--- config.mk ---
export PLATFORM = sky130hd
export DESIGN_NAME = serial_subtractor
export DESIGN_NICKNAME = d
export VERILOG_FILES = /design/src/rtl/serial_subtractor_pkg.sv /design/src/rtl/serial_subtractor_full_subtractor.sv /design/src/rtl/serial_subtractor.sv
export SDC_FILE = /design/constraint.sdc
export NUM_CORES = 1
export LEC_CHECK = 0
export ABC_AREA = 1
export ABC_CLOCK_PERIOD_IN_PS = 2700
export BUFFER_PORTS_ARGS = -buffer_cell sky130_fd_sc_hd__buf_2
export CAP_MARGIN = 0
export CELL_PAD_IN_SITES_DETAIL_PLACEMENT = 1
export CELL_PAD_IN_SITES_GLOBAL_PLACEMENT = 1
export CORE_MARGIN = 1
export CORE_UTILIZATION = 35
export CTS_CLUSTER_SIZE = 12
export DETAILED_ROUTE_END_ITERATION = 7
export HOLD_SLACK_MARGIN = 0.03
export PLACE_DENSITY_LB_ADDON = 0.1
export SYNTH_ARGS = -nofsm -noshare
export SYNTH_HDL_FRONTEND = slang
export SYNTH_HIERARCHICAL = 1
export SYNTH_SLANG_ARGS = --single-unit
--- constraint.sdc ---
create_clock -name clk -period 2.7 [get_ports clk]
set_input_delay 0.27 -clock clk [delete_from_list [all_inputs] [get_ports clk]]
set_output_delay 0.27 -clock clk [all_outputs]
set_load 0.005 [all_outputs]
--- src/rtl/serial_subtractor_pkg.sv ---
`default_nettype none
// ============================================================================
// Module      : serial_subtractor_pkg
// Description : Shared constants and FSM state encoding for the bit-serial
//               arithmetic blocks.
// Revision    : 1.0 - initial release
// ============================================================================
package serial_subtractor_pkg;

    // Default operand/result width of the serial arithmetic blocks
    localparam int SUB_WIDTH_DEFAULT = 8;

    // Sequencer states shared by the bit-serial arithmetic blocks
    typedef enum logic [1:0] {
        IDLE = 2'd0,
        BUSY = 2'd1,
        DONE = 2'd2
    } sub_state_t;

    // Bit-counter width: ceil(log2(w)), never less than one bit
    function automatic int cnt_width(input int w);
        return (w > 1) ? $clog2(w) : 1;
    endfunction

endpackage
`default_nettype wire

--- src/rtl/serial_subtractor_full_subtractor.sv ---
`default_nettype none
// ============================================================================
// Module      : full_subtractor
// Description : One-bit combinational full subtractor (x - y - bw).
// Revision    : 1.0 - initial release
// ============================================================================
module full_subtractor (
    input  logic x,
    input  logic y,
    input  logic bw,
    output logic d,
    output logic bo
);

    // A borrow is generated when y exceeds x, or propagated when x == y
    assign d  = x ^ y ^ bw;
    assign bo = (~x & y) | (~(x ^ y) & bw);

endmodule
`default_nettype wire

--- src/rtl/serial_subtractor.sv ---
`default_nettype none
// ============================================================================
// Module      : serial_subtractor
// Description : Bit-serial subtractor, LSB first, one bit per clock.
//               diff = (a - b - bin) mod 2^WIDTH, bout = borrow-out.
// Revision    : 1.0 - initial release
// ============================================================================
module serial_subtractor
    import serial_subtractor_pkg::*;
#(
    parameter int WIDTH = SUB_WIDTH_DEFAULT
) (
    input  logic             clk,
    input  logic             rst,
    input  logic             start,
    input  logic [WIDTH-1:0] a,
    input  logic [WIDTH-1:0] b,
    input  logic             bin,
    output logic             ready,
    output logic             busy,
    output logic             done,
    output logic [WIDTH-1:0] diff,
    output logic             bout
);

    localparam int                 c_cnt_w = cnt_width(WIDTH);
    localparam logic [c_cnt_w-1:0] c_last  = c_cnt_w'(WIDTH - 1);

    sub_state_t         r_state;
    sub_state_t         w_next_state;
    logic [WIDTH-1:0]   r_a;
    logic [WIDTH-1:0]   r_b;
    logic [WIDTH-1:0]   r_diff;
    logic [c_cnt_w-1:0] r_count;
    logic               r_borrow;
    logic               w_d;
    logic               w_bo;

    // Per-bit arithmetic on the currently selected operand bit
    full_subtractor u_full_subtractor (
        .x  (r_a[r_count]),
        .y  (r_b[r_count]),
        .bw (r_borrow),
        .d  (w_d),
        .bo (w_bo)
    );

    // State register; reset aborts any operation without a done pulse
    always_ff @(posedge clk or posedge rst) begin
        if (rst) begin
            r_state <= IDLE;
        end else begin
            r_state <= w_next_state;
        end
    end

    // Next-state decode: accept in IDLE, leave BUSY after the MSB
    always_comb begin
        w_next_state = r_state;
        case (r_state)
            IDLE:    if (start) w_next_state = BUSY;
            BUSY:    if (r_count == c_last) w_next_state = DONE;
            DONE:    w_next_state = IDLE;
            default: w_next_state = IDLE;
        endcase
    end

    // Datapath: latch operands on accept, then retire one bit per cycle
    always_ff @(posedge clk or posedge rst) begin
        if (rst) begin
            r_a      <= '0;
            r_b      <= '0;
            r_diff   <= '0;
            r_count  <= '0;
            r_borrow <= 1'b0;
        end else begin
            case (r_state)
                IDLE: begin
                    if (start) begin
                        r_a      <= a;
                        r_b      <= b;
                        r_borrow <= bin;
                        r_count  <= '0;
                    end
                end
                BUSY: begin
                    r_diff[r_count] <= w_d;
                    r_borrow        <= w_bo;
                    // Counter parks on the last index instead of wrapping
                    if (r_count != c_last) begin
                        r_count <= r_count + c_cnt_w'(1);
                    end
                end
                default: ;
            endcase
        end
    end

    // Status strobes come straight from the state register
    assign ready = (r_state == IDLE);
    assign busy  = (r_state != IDLE);
    assign done  = (r_state == DONE);
    assign diff  = r_diff;
    // After the last bit the borrow register holds the final borrow-out
    assign bout  = r_borrow;

endmodule
`default_nettype wire

==> flow_summary.json, run 1 <==
{
  "critPathLaunchType": "flop",
  "period_needed_ps": 2180,
  "nets": 248,
  "fin_hold_ws_ps": 60.8,
  "finClkSkew_ps": 4.58,
  "drc": 0,
  "drt_iter0_markers": 53,
  "min_path_type": "input pin to async pin",
  "io_buffers": 31,
  "clkLatencyLatePin_ps": 280,
  "htree_levels": 2,
  "fmax_ghz": 0.459,
  "overflow": 0,
  "p_leak_nw": 0.967,
  "fin_total_pwr_w": 0.00216,
  "ys_types": 19,
  "criticalPathCategory": "flop to flop",
  "layout-drive-gt1-share_pct": 19.6,
  "hold_viol": 0,
  "first_global_vias": 1218,
  "finalSetupViolCount": 0,
  "drv_slew": 0,
  "postSynthCellCount": 190,
  "cp_max_fo": 8,
  "worstPathRequired_ps": 2910,
  "syn_to_final_growth_pct": 18.4,
  "clockRootBuffer": "clkbuf_8",
  "maxCapViolations": 0,
  "final_core_util_pct": 43.7,
  "worst_slew_pin_slew_ps": 461,
  "dieArea_um2": 4520,
  "ir_drop_uv": 388,
  "synthesis.area_um2": 1490,
  "core_um2": 4030,
  "ys_ff_latch": 30,
  "pwr_density_cell_nw_per_um2": 1220,
  "cts_tree": "built",
  "die_w_um": 67.2,
  "cts_hold_buffers": 0,
  "ys.warnings.count": 6,
  "numCtsBuffers": 5,
  "clockBufferDepth": 2,
  "place.gp.congestion": 0.795,
  "insertedDiodeCount": 0,
  "syn_area_per_cell_um2": 7.83,
  "period_share_pct": 80.8,
  "viasPerCell": 4.65,
  "num_vias": 1278,
  "maxSlewHeadroom_pct": 69.2,
  "placed_cell_area_um2": 1690,
  "drt_wl_total_um": 3200,
  "grt_usage_pct": 16.4,
  "cts_sinks": 30,
  "yosysSeqAreaShare_pct": 50.5,
  "die_y_um": 67.2,
  "drt_pass1_iterations": 4,
  "start_util_pct": 36.9,
  "run_status": "finished, final reports clean",
  "grt_pass1_wl_um": 5430,
  "setup_tns_ps": 0,
  "post_cts_buffers": 0,
  "num_rows": 23,
  "design_area_um2": 1760,
  "drtAntennaViolNets": 0,
  "syn_nets": 213,
  "arrival_ps": 2390,
  "ios": 32,
  "cts_resized": 0,
  "endpoint_kind": "flop",
  "antenna_found_initial": 0,
  "grt_start_max_net_pins": 34,
  "wl_per_cell_um": 11.7,
  "rsz0062_at_grt": "false",
  "dp_hpwl_um": 2440,
  "path_clk_slew_ps": 60
}
==> per-layer routing <==
| metal | up-vias | GRT usage (%) | routed length [µm] |
|---|---|---|---|
| li1 | 650 | - | - |
| met1 | 597 | 20.6 | 1490 |
| met2 | 26 | 26.5 | 1550 |
| met3 | 5 | 5.07 | 133 |
| met4 | 0 | 5.59 | 29 |
| met5 | - | 0 | 0 |
==> registers in the layout, indices dropped and copies added, names as in the netlist <==
register / flops
r_b: 8
r_a: 8
bout: 1
r_count: 3
r_state: 2
diff: 8
==> worst paths after layout <==
kind / start / end / slack, ps / cells past startpoint
hold reg to reg: diff[7] / diff[7] / 470 / 2
hold / removal: rst / diff[6] / 60 / 3
max in group asynchronous: rst / r_a[4] / 2360 / 3
setup / recovery: r_count[1] / diff[2] / 520 / 10
min in group clk: b[4] / r_b[4] / 200 / 3
setup reg to reg: r_count[1] / diff[2] / 520 / 10
==> logic make-up after synthesis <==
family	count (synthesis)	share of synthesized area [%]
flops	30	50.5
simple gates	101	29.6
fa+ha+maj	3	3.03
compound gates	18	6.06
buf+inv	38	10.8
==> worst max-delay path, stage by stage (launching register included) <==
cell and delay, ps:
dfrtp_1 420, inv_1 80, nor2_1 370, nand3_1 130, nand2_1 90, inv_1 40
nand2_1 50, inv_1 50, fa_1 700, nand3_1 110, nand2_1 90
==> through the flow <==
stage	std cells	worst slack (ps)
after floorplan	190	785
after global placement	268	564
after detailed placement	268	518
after CTS	275	495
after global routing	275	273
final	275	519
==> report_power, final <==
group | leakage [nW] | total, W | switching [W] | internal (W)
Clock | 0.0383 | 0.000333 | 0.000156 | 0.000177
Combinational | 0.558 | 0.00106 | 0.000671 | 0.000387
Sequential | 0.370 | 0.000765 | 0.000101 | 0.000664
==> cell usage in the layout (no fill, tap or decap) <==
cell type	netlist	final
nand4_1	2	2
nor2_4	3	3
inv_4	1	1
nand2_1	69	69
fa_1	1	1
nand2_2	1	1
o21ai_1	16	16
o21ai_0	2	2
clkinv_1	1	1
buf_4	2	2
nor2_1	6	6
inv_1	31	31
buf_2	1	31
dfrtp_1	30	30
clkbuf_8	0	5
nand3_1	19	19
ha_1	2	2
nand2_4	1	1
clkbuf_1	1	2
==> cell usage after synthesis (all sizes together) <==
cell type | n | area [µm²]
buf | 4 | 31.3
o21ai | 18 | 90.1
nand2 | 71 | 277
nand3 | 19 | 95.1
ha | 2 | 25.0
fa | 1 | 20.0
dfrtp | 30 | 751
clkinv | 1 | 3.75
inv | 32 | 123
nor2 | 9 | 56.3
nand4 | 2 | 12.5
clkbuf | 1 | 3.75
==> final cells by class <==
cell class                 instances  area (µm²)
sequential                        30         751
fill                             519        2270
timing repair buffer              33         170
tap                               50        62.6
inverter                          33         126
multi-input combinational        122         576
clock buffer                       7        76.3
(Power assumes the default switching activity.)
==> run 2: changes to the inputs <==
--- a/config.mk
+++ b/config.mk
@@ -6,7 +6,7 @@
 export NUM_CORES = 1
 export LEC_CHECK = 0
 export ABC_AREA = 1
-export ABC_CLOCK_PERIOD_IN_PS = 2700
+export ABC_CLOCK_PERIOD_IN_PS = 2200
 export BUFFER_PORTS_ARGS = -buffer_cell sky130_fd_sc_hd__buf_2
 export CAP_MARGIN = 0
 export CELL_PAD_IN_SITES_DETAIL_PLACEMENT = 1
==> constraint.sdc (replaced) <==
create_clock -name clk -period 2.2 [get_ports clk]
set_input_delay 0.22 -clock clk [delete_from_list [all_inputs] [get_ports clk]]
set_output_delay 0.22 -clock clk [all_outputs]
set_load 0.005 [all_outputs]
==> run 2 against run 1 <==
Effect of this change:
- die area is the same
- non-clock buffer count grew 4
- sequential power grew 24%
- total power grew 29%
- register-to-register slack lost 260 ps
- fmax grew 13%
- cell area grew 3.1%
- largest cell class unchanged
- wire length grew 6.0%
==> flow_summary.json, run 2 (synthesis results as in run 1) <==
{
  "criticalPathCategory": "flop to flop",
  "maxSlewHeadroom_pct": 73.8,
  "finalSetupViolCount": 0,
  "setup_tns_ps": 0,
  "layout-drive-gt1-share_pct": 22.2,
  "antenna_found_initial": 0,
  "nets": 252,
  "use_met3_pct": 6.76,
  "min_path_type": "input pin to flop",
  "ios": 32,
  "viasPerCell": 4.69,
  "grt_usage_pct": 18.1,
  "syn_to_final_growth_pct": 22.0,
  "arrival_ps": 2160,
  "worstPathRequired_ps": 2420,
  "pre_cts_slack_ps": 159,
  "cts_sinks": 30,
  "die_w_um": 67.2,
  "endpoint_kind": "flop",
  "fmax_ghz": 0.516,
  "seqCellArea_um2": 751,
  "dp_hpwl_um": 2570,
  "drtAntennaViolNets": 0,
  "path_clk_slew_ps": 60,
  "clkLatencyLatePin_ps": 280,
  "cp_num_buf_inv": 3,
  "num_vias": 1312,
  "numCtsBuffers": 5,
  "drc": 0,
  "cp_max_fo": 8,
  "post_cts_buffers": 0,
  "cts_tree": "built",
  "final_cell_mix": "nand2_1, inv_1, buf_2",
  "start_util_pct": 36.9,
  "drt_wl_total_um": 3400,
  "max_stage_delay_ps": 650,
  "worst_slew_pin_slew_ps": 392,
  "run_status": "finished, final reports clean",
  "drt_pass1_iterations": 4,
  "layout_setup_ws_ps": 264,
  "clockBufferDepth": 2,
  "p_leak_nw": 0.994,
  "die_y_um": 67.2,
  "crit_path_cell_trace": "inv_1 > nor2_1 > nand3_1 > nand2_1 > inv_1 > nand2_1 > inv_1 > fa_2 > nand3_1 > nand2_1",
  "critPathLaunchType": "flop",
  "place.gp.congestion": 0.799,
  "grt.busiest_layer": "met2",
  "drt_iter0_markers": 95,
  "layout_commonest_cell": "nand2_1",
  "grt_pass1_wl_um": 5910,
  "hold_viol": 0,
  "drv_slew": 0,
  "ir_drop_uv": 509,
  "insertedDiodeCount": 0,
  "period_share_pct": 88.0,
  "finClkSkew_ps": 2.94,
  "worst_path_max_delay_cell": "fa_2",
  "multi_input_area_um2": 578,
  "maxCapViolations": 0,
  "pwr_density_cell_nw_per_um2": 1530,
  "critPathTopFamily": "adder cells",
  "htree_levels": 2,
  "wl_per_cell_um": 12.1,
  "clockRootBuffer": "clkbuf_8",
  "grtUsageMet2_pct": 29.8,
  "rsz0062_at_grt": "false",
  "io_buffers": 31,
  "overflow": 0,
  "num_rows": 23,
  "fillers": 525,
  "period_needed_ps": 1940,
  "grt_use_met1_pct": 21.3,
  "first_global_vias": 1315,
  "grt_start_max_net_pins": 34,
  "core_um2": 4030,
  "dieArea_um2": 4520
}
[run 2: repair_timing]
action / in CTS / in global routing
gates resized for setup: 0 / 2
endpoints found under the hold margin: 30 / 0
hold buffers: 1 / 0
setup endpoints to repair: 0 / 4
[run 2: routing by layer]
metal  routed length, µm  vias up
met1                1530      624
met5                   0        -
met2                1680       26
met3                 130        6
li1                    -      656
met4                  60        0
[run 2: report_power, final]
part	switching, W	total (W)	internal (W)
clock network	0.000208	0.000460	0.000252
logic	0.000848	0.00138	0.000529
registers	0.000132	0.000947	0.000815
total	0.00119	0.00278	0.00160
[run 2: worst paths after layout]
check / start / endpoint / slack (ps) / depth (start not counted)
worst max-delay path: r_count[1] / diff[3] / 260 / 10
worst min-delay path: b[1] / r_b[1] / 140 / 3
worst max register to register: r_count[1] / diff[3] / 260 / 10
worst min register to register: diff[7] / diff[7] / 470 / 2
max in group asynchronous: rst / r_a[0] / 1360 / 4
min in group asynchronous: rst / diff[1] / 550 / 4
[run 2: area by class of cell]
class                           instances  area share [%]
Multi-Input combinational cell        122            31.8
Tap cell                               50            3.45
Timing Repair Buffer                   37            11.2
Inverter                               33            7.17
Sequential cell                        30            41.4
Clock inverter                          1           0.276
Clock buffer                            7            4.76
[run 2: worst register-to-register path, delay by kind of cell, from the launching register on]
kind	cells	cell delay (ps)
flip-flops	1	420
buffers and inverters	3	160
AND/OR/NAND/NOR	6	640
adder cells (fa/ha/maj)	1	650
[run 2: stage by stage]
stage / hold WS [ps] / power (W) / area [µm²] / std cells / util [%]
2_1_floorplan: 311 / 0.00190 / 1490 / 190 / -
3_3_place_gp: 316 / 0.00228 / 1710 / 271 / 42.4
3_5_place_dp: 322 / 0.00233 / 1710 / 271 / 42.4
4_1_cts: 140 / 0.00281 / 1810 / 280 / 44.9
5_1_grt: 149 / 0.00310 / 1820 / 280 / 45.1
6_report: 144 / 0.00278 / 1820 / 280 / 45.1
==> run 3: changes to the inputs <==
--- a/config.mk
+++ b/config.mk
@@ -11,12 +11,14 @@
 export CAP_MARGIN = 0
 export CELL_PAD_IN_SITES_DETAIL_PLACEMENT = 1
 export CELL_PAD_IN_SITES_GLOBAL_PLACEMENT = 1
-export CORE_MARGIN = 1
+export CORE_ASPECT_RATIO = 0.7
+export CORE_MARGIN = 2
 export CORE_UTILIZATION = 35
 export CTS_CLUSTER_SIZE = 12
 export DETAILED_ROUTE_END_ITERATION = 7
 export HOLD_SLACK_MARGIN = 0.03
 export PLACE_DENSITY_LB_ADDON = 0.1
+export REMOVE_ABC_BUFFERS = 1
 export SYNTH_ARGS = -nofsm -noshare
 export SYNTH_HDL_FRONTEND = slang
 export SYNTH_HIERARCHICAL = 1
==> run 3 against run 2 <==
Effect of this change:
- sequential power grew 0.5%
- die area grew 6.2%
- critical path type unchanged
- largest power group unchanged
- cell count grew 0.71%
- register-to-register slack got worse by 40 ps
- clock-buffer cell count rose by 1
==> flow_summary.json, run 3 (synthesis results as in run 1) <==
{
  "endpoint_kind": "flop",
  "hold_viol": 0,
  "pwr_density_cell_nw_per_um2": 1580,
  "clockRootBuffer": "clkbuf_8",
  "insertedDiodeCount": 0,
  "min_path_type": "input pin to flop",
  "grt_usage_pct": 17.4,
  "dieArea_um2": 4800,
  "numCtsBuffers": 5,
  "first_global_vias": 1376,
  "overflow": 0,
  "layout_setup_ws_ps": 227,
  "run_status": "finished, final reports clean",
  "layout_commonest_cell": "nand2_1",
  "pre_cts_slack_ps": 73.0,
  "clkLatencyLatePin_ps": 280,
  "drtAntennaViolNets": 0,
  "syn_to_final_growth_pct": 23.6,
  "core_um2": 3990,
  "drt_iter0_markers": 50,
  "period_needed_ps": 1970,
  "start_util_pct": 37.2,
  "period_share_pct": 89.7,
  "final_cell_mix": "nand2_1, inv_1, buf_2",
  "criticalPathCategory": "flop to flop",
  "rsz0062_at_grt": "false",
  "path_clk_slew_ps": 70,
  "place.gp.congestion": 0.803,
  "cts_tree": "built",
  "clockBufferDepth": 2,
  "drc": 0,
  "maxSlewHeadroom_pct": 74.3,
  "drt_wl_total_um": 3560,
  "fmax_ghz": 0.507,
  "die_y_um": 58.5,
  "antenna_found_initial": 0,
  "die_w_um": 81.9,
  "grt_pass1_wl_um": 6210,
  "num_vias": 1312,
  "htree_levels": 2,
  "finClkSkew_ps": 4.04,
  "ios": 32,
  "max_stage_delay_ps": 660,
  "cp_max_fo": 8,
  "finalSetupViolCount": 0,
  "worstPathRequired_ps": 2410,
  "layout-drive-gt1-share_pct": 23.0,
  "worst_slew_pin_slew_ps": 386,
  "num_rows": 19,
  "worst_path_max_delay_cell": "fa_2",
  "ir_drop_uv": 637,
  "drt_pass1_iterations": 4,
  "critPathLaunchType": "flop",
  "dp_hpwl_um": 2720,
  "grt_start_max_net_pins": 34,
  "maxCapViolations": 0,
  "setup_tns_ps": 0,
  "viasPerCell": 4.65,
  "drv_slew": 0,
  "p_leak_nw": 1.00,
  "arrival_ps": 2190,
  "cts_sinks": 30,
  "nets": 252,
  "wl_per_cell_um": 12.6,
  "crit_path_cell_trace": "inv_1 > nor2_2 > nand3_1 > nand2_1 > inv_1 > nand2_1 > inv_1 > fa_2 > nand3_1 > nand2_1",
  "io_buffers": 31
}
run 3: changes by cell type in the layout (fill, tap and decap cells not counted), sizes merged:
cell and delta:
clkbuf +1, clkinv -1
run 3: area by class of cell:
class                      count  area [µm²]
sequential                    30         751
tap                           52        65.1
clock buffer                   8         110
multi-input combinational    122         581
timing repair buffer          37         203
fill                         512        2150
inverter                      33         130
run 3: layer usage:
layer | vias up | part of all wire, % | global-route usage (%)
met1 | 624 | 48 | 23.1
li1 | 659 | - | -
met3 | 4 | 4.5 | 4.60
met4 | 0 | 0.96 | 5.71
met2 | 25 | 46 | 27.8
met5 | - | 0 | 0
run 3: repair_timing:
item | CTS | global route
hold buffers | 1 | 0
gates resized for setup | 0 | 3
buffers inserted | 0 | 0
setup endpoints to repair | 0 | 8
hold endpoints to repair | 20 | 0
run 3: power breakdown:
group	total [W]	internal, W	switching [W]
registers	0.000952	0.000815	0.000137
clock network	0.000524	0.000316	0.000208
logic	0.00143	0.000537	0.000890
total	0.00290	0.00167	0.00123
run 3: worst max-delay path, delay by kind of cell, from the launching register on:
| family | cells | cell delay (ps) |
|---|---|---|
| adders and majority gates | 1 | 660 |
| buffers and inverters | 3 | 190 |
| DFF | 1 | 430 |
| and+or+nand+nor | 6 | 630 |
run 3: worst paths after layout:
| path | slack (ps) | to | startpoint | cells after the start |
|---|---|---|---|---|
| max in group asynchronous | 1360 | bout | rst | 4 |
| min in group asynchronous | 560 | diff[6] | rst | 4 |
| setup / recovery | 230 | diff[2] | r_count[1] | 10 |
| setup reg to reg | 230 | diff[2] | r_count[1] | 10 |
| hold / removal | 150 | r_a[2] | a[2] | 3 |
| hold reg to reg | 470 | diff[5] | diff[5] | 2 |
run 3: through the flow:
step	cells	utilization, %	hold WS (ps)	power [W]	instance area [µm²]
after floorplan	185	-	311	0.00188	1450
after global placement	273	42.8	312	0.00229	1710
after detailed placement	273	42.8	321	0.00237	1710
after CTS	282	45.8	148	0.00291	1830
after global routing	282	46.1	147	0.00321	1840
final	282	46.1	149	0.00290	1840
